$ cat config.mk
export PLATFORM = sky130hd
export DESIGN_NAME = lc3_fetch_ctrl_flat
export DESIGN_NICKNAME = d
export VERILOG_FILES = /design/src/rtl/lc3_fetch_ctrl_pkg.sv /design/src/rtl/lc3_fetch_ctrl_if.sv /design/src/rtl/lc3_pc_next_sel.sv /design/src/rtl/lc3_fetch_ctrl.sv /design/src/flat_wrapper.sv
export SDC_FILE = /design/constraint.sdc
export NUM_CORES = 1
export LEC_CHECK = 0
export CAP_MARGIN = 10
export CORE_UTILIZATION = 44
export CTS_CLUSTER_SIZE = 25
export DETAILED_ROUTE_END_ITERATION = 8
export GPL_ROUTABILITY_DRIVEN = 0
export HOLD_SLACK_MARGIN = 0.08
export PLACE_DENSITY = 0.81
export SLEW_MARGIN = 20
export SYNTH_ARGS = -nofsm -noshare
export SYNTH_HDL_FRONTEND = slang
export SYNTH_SLANG_ARGS = --single-unit
$ cat constraint.sdc
create_clock -name clock -period 2.6 [get_ports clock]
set_input_delay 0.52 -clock clock [delete_from_list [all_inputs] [get_ports clock]]
set_output_delay 0.52 -clock clock [all_outputs]
set_load 0.1 [all_outputs]
$ cat src/rtl/lc3_fetch_ctrl_pkg.sv
// Shared types and constants for the LC-3 instruction fetch controller.
package lc3_fetch_ctrl_pkg;

    typedef enum logic [1:0] {
        RST_HOLD = 2'd0,
        FETCH    = 2'd1,
        WAIT_MEM = 2'd2
    } fetch_state_t;

    localparam logic [15:0] LC3_RESET_PC = 16'h3000;

    function automatic logic [15:0] pc_inc(input logic [15:0] pc);
        return pc + 16'd1;
    endfunction

endpackage

$ cat src/rtl/lc3_fetch_ctrl_if.sv
// Pipeline-facing bundle of the fetch controller: enables, redirect, memory handshake and fetch status.
interface lc3_fetch_ctrl_if;
    logic        enable_fetch;
    logic        enable_updatePC;
    logic        br_taken;
    logic [15:0] taddr;
    logic        imem_ready;
    logic [15:0] pc;
    logic [15:0] npc;
    logic        Imem_rd;
    logic        fetch_valid;
    logic [15:0] fetch_count;

    modport master (
        output enable_fetch, enable_updatePC, br_taken, taddr, imem_ready,
        input  pc, npc, Imem_rd, fetch_valid, fetch_count
    );

    modport slave (
        input  enable_fetch, enable_updatePC, br_taken, taddr, imem_ready,
        output pc, npc, Imem_rd, fetch_valid, fetch_count
    );
endinterface

$ cat src/rtl/lc3_pc_next_sel.sv
// Next-PC priority mux: live branch, then deferred redirect, then sequential advance, else hold.
module lc3_pc_next_sel (
    input  logic        i_enable_updatePC,
    input  logic        i_br_taken,
    input  logic [15:0] i_taddr,
    input  logic        i_redirect_pending,
    input  logic [15:0] i_redirect_addr,
    input  logic        i_fetch_done,
    input  logic [15:0] i_pc,
    input  logic [15:0] i_npc,
    output logic [15:0] o_pc_next,
    output logic        o_redirect
);

    always_comb begin
        o_pc_next  = i_pc;
        o_redirect = 1'b0;
        if (i_enable_updatePC) begin
            if (i_br_taken) begin
                o_pc_next  = i_taddr;
                o_redirect = 1'b1;
            end else if (i_redirect_pending) begin
                o_pc_next  = i_redirect_addr;
                o_redirect = 1'b1;
            end else if (i_fetch_done) begin
                o_pc_next  = i_npc;
            end
        end
    end

endmodule

$ cat src/rtl/lc3_fetch_ctrl.sv
// LC-3 fetch controller: owns the PC, drives the instruction memory read and counts completed fetches.
module lc3_fetch_ctrl
    import lc3_fetch_ctrl_pkg::*;
#(
    parameter logic [15:0] RESET_PC = LC3_RESET_PC
) (
    input  logic          clock,
    input  logic          reset,
    lc3_fetch_ctrl_if.slave bus
);

    fetch_state_t r_state;
    logic [15:0]  r_pc;
    logic         r_redirect_pending;
    logic [15:0]  r_redirect_addr;
    logic         r_fetch_valid;
    logic [15:0]  r_fetch_count;

    logic [15:0]  w_npc;
    logic         w_imem_rd;
    logic         w_fetch_done;
    logic [15:0]  w_pc_next;
    logic         w_redirect;
    logic         w_fetch_kept;

    assign w_npc        = pc_inc(r_pc);
    assign w_imem_rd    = ((r_state == FETCH) && bus.enable_fetch) || (r_state == WAIT_MEM);
    assign w_fetch_done = w_imem_rd && bus.imem_ready;
    // A fetch landing in the same cycle as a redirect fetched the wrong path.
    assign w_fetch_kept = w_fetch_done && !w_redirect;

    lc3_pc_next_sel u_pc_next_sel (
        .i_enable_updatePC  (bus.enable_updatePC),
        .i_br_taken         (bus.br_taken),
        .i_taddr            (bus.taddr),
        .i_redirect_pending (r_redirect_pending),
        .i_redirect_addr    (r_redirect_addr),
        .i_fetch_done       (w_fetch_done),
        .i_pc               (r_pc),
        .i_npc              (w_npc),
        .o_pc_next          (w_pc_next),
        .o_redirect         (w_redirect)
    );

    always_ff @(posedge clock) begin
        if (!reset) begin
            r_state            <= RST_HOLD;
            r_pc               <= RESET_PC;
            r_redirect_pending <= 1'b0;
            r_redirect_addr    <= 16'h0000;
            r_fetch_valid      <= 1'b0;
            r_fetch_count      <= 16'h0000;
        end else begin
            r_pc          <= w_pc_next;
            r_fetch_valid <= w_fetch_kept;
            if (w_fetch_kept) begin
                r_fetch_count <= r_fetch_count + 16'd1;
            end

            // Branches that arrive while the PC is frozen are remembered until it may move.
            if (bus.br_taken && !bus.enable_updatePC) begin
                r_redirect_pending <= 1'b1;
                r_redirect_addr    <= bus.taddr;
            end else if (w_redirect) begin
                r_redirect_pending <= 1'b0;
            end

            case (r_state)
                RST_HOLD: r_state <= FETCH;
                FETCH: begin
                    if (!w_redirect && w_imem_rd && !bus.imem_ready) begin
                        r_state <= WAIT_MEM;
                    end
                end
                WAIT_MEM: begin
                    if (w_redirect || bus.imem_ready) begin
                        r_state <= FETCH;
                    end
                end
                default: r_state <= RST_HOLD;
            endcase
        end
    end

    assign bus.pc          = r_pc;
    assign bus.npc         = w_npc;
    assign bus.Imem_rd     = w_imem_rd;
    assign bus.fetch_valid = r_fetch_valid;
    assign bus.fetch_count = r_fetch_count;

endmodule

$ cat src/flat_wrapper.sv
// flat-port wrapper written by rule: the top's interface ports become plain ports
module lc3_fetch_ctrl_flat import lc3_fetch_ctrl_pkg::*;
#(
    parameter logic [15:0] RESET_PC = LC3_RESET_PC
)
  (clock, reset, bus_enable_fetch, bus_enable_updatePC, bus_br_taken, bus_taddr, bus_imem_ready, bus_pc, bus_npc, bus_Imem_rd, bus_fetch_valid, bus_fetch_count);
  lc3_fetch_ctrl_if bus_i ();
  input  logic clock;
  input  logic reset;
  input wire logic [$bits(bus_i.enable_fetch)-1:0] bus_enable_fetch;
  input wire logic [$bits(bus_i.enable_updatePC)-1:0] bus_enable_updatePC;
  input wire logic [$bits(bus_i.br_taken)-1:0] bus_br_taken;
  input wire logic [$bits(bus_i.taddr)-1:0] bus_taddr;
  input wire logic [$bits(bus_i.imem_ready)-1:0] bus_imem_ready;
  output wire logic [$bits(bus_i.pc)-1:0] bus_pc;
  output wire logic [$bits(bus_i.npc)-1:0] bus_npc;
  output wire logic [$bits(bus_i.Imem_rd)-1:0] bus_Imem_rd;
  output wire logic [$bits(bus_i.fetch_valid)-1:0] bus_fetch_valid;
  output wire logic [$bits(bus_i.fetch_count)-1:0] bus_fetch_count;
  assign bus_i.enable_fetch = bus_enable_fetch;
  assign bus_i.enable_updatePC = bus_enable_updatePC;
  assign bus_i.br_taken = bus_br_taken;
  assign bus_i.taddr = bus_taddr;
  assign bus_i.imem_ready = bus_imem_ready;
  assign bus_pc = bus_i.pc;
  assign bus_npc = bus_i.npc;
  assign bus_Imem_rd = bus_i.Imem_rd;
  assign bus_fetch_valid = bus_i.fetch_valid;
  assign bus_fetch_count = bus_i.fetch_count;
  lc3_fetch_ctrl #(.RESET_PC(RESET_PC)) u_core (.clock(clock), .reset(reset), .bus(bus_i));
endmodule
==> summary.md <==
| Metric | Value |
|---|---|
| RSZ-0062 raised after global routing | `false` |
| GRT overflow | `0` |
| Number of I/O pins | `72` |
| DP Area | `between 4000 and 5000 um2` |
| Die Span X | `approximately 83 um` |
| Residual DRC | `0` |
| Root Buffer | `clkbuf_8` |
| Synth Area per Inst | `roughly 8.0 um2` |
| Switching part of the total | `a little over a third` |
| Core Rows | `29` |
| Worst setup margin | `0.0626 ns` |
| Critical path type | `flop to output pin` |
| Die area | `around 7000 um2` |
| CTS tree | `built` |
| Iteration-0 DRC Markers | `~270` |
| Antenna-violating nets left | `0` |
| Via-to-Cell Ratio | `just under 6` |
| Max Slew Vio Count | `0` |
| CP Data Arrival Time | `around 2 ns` |
| Largest net degree at the start of global routing | `32` |
| MaxCap Viol Count | `0` |
| Drt pass-1 iters | `5` |
| Top cell type's share of synthesized area | `between 30 and 40%` |
| N_diodes | `0` |
| Hold Crit Class | `flop to flop` |
| Pre-CTS setup slack | `0.185 ns` |
| Syn_nets | `roughly 380` |
| Fmax | `around 400 MHz` |
| CP Max Fanout | `8` |
| Synth area leader | `dfxtp_1` |
| Vias after detailed routing | `around 3000` |
| Sw power | `about 700 uW` |
| Fin area | `around 4200 um2` |
| Share of cells above drive strength 1 | `around 28%` |
| Top-count cell post-synth | `nand2_1` |
| GR Layer Usage met2 | `roughly two fifths` |
| Die height | `about 83 um` |
| Leakage | `between 1.5 and 2 nW` |
| Synth Cell Area | `between 2000 and 3000 um2` |
| YS warnings | `0` |
| Register area share after synthesis | `a little over a third` |
| CTS sink cnt | `52` |
| Post-layout min period | `2.54 ns` |
| Sequential Power Share | `43.4%` |
| Clock share of power | `roughly 28%` |
| Tightest Pin Transition | `about 0.64 ns` |
| Status | `complete, no violations` |
| Drt total wl | `~8000 um` |
| Async S/R FF share, synth | `0%` |
| Setup Skew | `0.00684 ns` |
| Cells after Synth | `360` |
| Critical Path Start Type | `flop` |
| Core area | `6350 um2` |
| Final hold vios | `0` |
| Area grow syn2layout | `44.7%` |
| Met3 GRT Util | `~4.6%` |
| Synth top cells by count | `nand2_1, dfxtp_1, a21boi_0, o21ai_0, clkbuf_1` |
| Clk slew on worst S/H paths | `~0.090 ns` |
| Fin nets | `between 400 and 500` |
| Netlist cell types | `54` |
| #FFs+latches synth | `52` |
| Total track usage | `23.7%` |
| Met1 Track Usage GR | `a little under a third` |
| CP endpoint kind | `output pin` |
| Initial Utilization | `45.4%` |
| # H-tree levels | `2` |
| Worst vdd ir | `0.302 mV` |
| Post-DP HPWL | `between 5000 and 6000 um` |
| DR WL/cell | `~16 um` |
| Tcrit/Tclk final | `97.6%` |
| Vias in the first global route | `about 2800` |
| Synth Flop Type | `dfxtp_1` |
| Total CTS buffers | `5` |
| Int Power | `around 1.3 mW` |
| Crit path required time | `roughly 2.1 ns` |
| Power density over the cells | `just under 500 nW/um2` |
| EDFF count, synth | `0` |
| Worst skew pair latency | `between 0.3 and 0.4 ns` |
| First-pass GRT wire length | `~13000 um` |
| CTS Buffer Depth | `2` |
| Port-buffer cells | `a little over 70` |
| Initial antenna violation count | `0` |
| Setup Viol. Count Final | `0` |
| GR peak layer | `met2` |
| Comb pwr share | `28.5%` |
| Slew HR | `57.5%` |
| Ranking of synthesized cells by area | `dfxtp_1, a21boi_0, nand2_1, o21ai_0, xnor2_1` |
-- kinds of logic after synthesis --
| group | synth area share, % |
|---|---|
| muxes | 1.09 |
| xor gates and xnor gates | 4.86 |
| AOI/OAI and AO/OA | 27.5 |
| DFF | 36.1 |
| buffers and inverters | 5.08 |
| and+or+nand+nor | 24.5 |
| adders and majority gates | 0.868 |
-- worst max-delay path: stages, from the launching register on --
cell,delay (ns)
dfxtp_4,0.41
ha_1,0.18
nand3_1,0.22
or4_4,0.54
xnor2_4,0.18
buf_12,0.19
-- cells in the final DEF, fill, tap and decap left out, types with 3 or more instances in the layout --
master,instances
nand2b_1,3
a31oi_1,6
a21boi_0,30
nor2b_1,4
nand4_1,5
nand2_1,54
a32o_1,3
inv_1,9
a21oi_1,13
and2_1,7
or4_1,3
o211ai_1,7
or3_1,9
o31ai_1,5
buf_12,13
and3_1,9
clkbuf_8,7
xor2_4,5
or2_2,3
xnor2_2,4
o21ai_0,23
xnor2_1,3
o21a_1,4
clkdlybuf4s50_1,21
dfxtp_1,37
nand3_1,13
nor3_1,3
and4_1,4
buf_4,59
dfxtp_4,13
o2111ai_1,3
nor3b_1,3
nor2_1,8
-- flip-flops by register name (all words and copies together) (netlist names) --
signal / flops
u_core.bus.pc: 16
u_core.bus.fetch_valid: 1
u_core.r_state: 2
u_core.bus.fetch_count: 16
u_core.r_redirect_addr: 16
u_core.r_redirect_pending: 1
-- stage by stage --
stage / TNS, ns / utilization (%) / power, mW / instances / hold slack (ns)
CTS: -0.00104 / 65.2 / 2.02 / 508 / 0.467
detailed placement: 0 / 63.2 / 1.46 / 500 / 0.454
finish: 0 / 65.7 / 2.01 / 510 / 0.465
floorplan: -0.227 / - / 1.29 / 360 / 0.438
global route: 0 / 65.7 / 2.09 / 510 / 0.488
global placement: 0 / 63.2 / 1.46 / 500 / 0.447
-- final timing paths --
check	from	to	slack, ns	cells past startpoint
min	u_core.r_redirect_addr[9]$_SDFFE_PN0P_	u_core.r_redirect_addr[9]$_SDFFE_PN0P_	0.47	2
max reg2reg	u_core.r_redirect_pending$_SDFFE_PN0P_	u_core.bus.pc[8]$_SDFFE_PN0P_	0.60	6
max	u_core.bus.pc[0]$_SDFFE_PN0P_	bus_npc[12]	0.06	5
min reg2reg	u_core.r_redirect_addr[9]$_SDFFE_PN0P_	u_core.r_redirect_addr[9]$_SDFFE_PN0P_	0.47	2
-- power by group through the flow --
stage	clock network (mW)	registers (mW)	logic, mW
finish	0.566	0.875	0.573
floorplan	0	0.995	0.292
detailed placement	0	0.892	0.571
global placement	0	0.890	0.565
CTS	0.576	0.874	0.572
global route	0.615	0.880	0.600
-- cell type report --
class | count | area, um2
multi-input cells | 271 | 1910
well taps | 77 | 96.3
flip-flops and latches | 52 | 1090
clock buffers | 8 | 121
fillers | 505 | 2180
inverters | 9 | 33.8
repair buffers | 93 | 913
-- what timing repair did --
action	CTS	global route
setup endpoints to repair	2	5
hold buffers	0	0
buffers inserted	0	2
resized for setup	1	2
pin swaps	0	1
-- layer usage --
metal	routed length, um	share of wire, %
met1	3550	45
met2	3810	48
met3	480	6.0
met4	118	1.5
met5	0	0
Note: power is estimated with default switching activity, not from simulation.
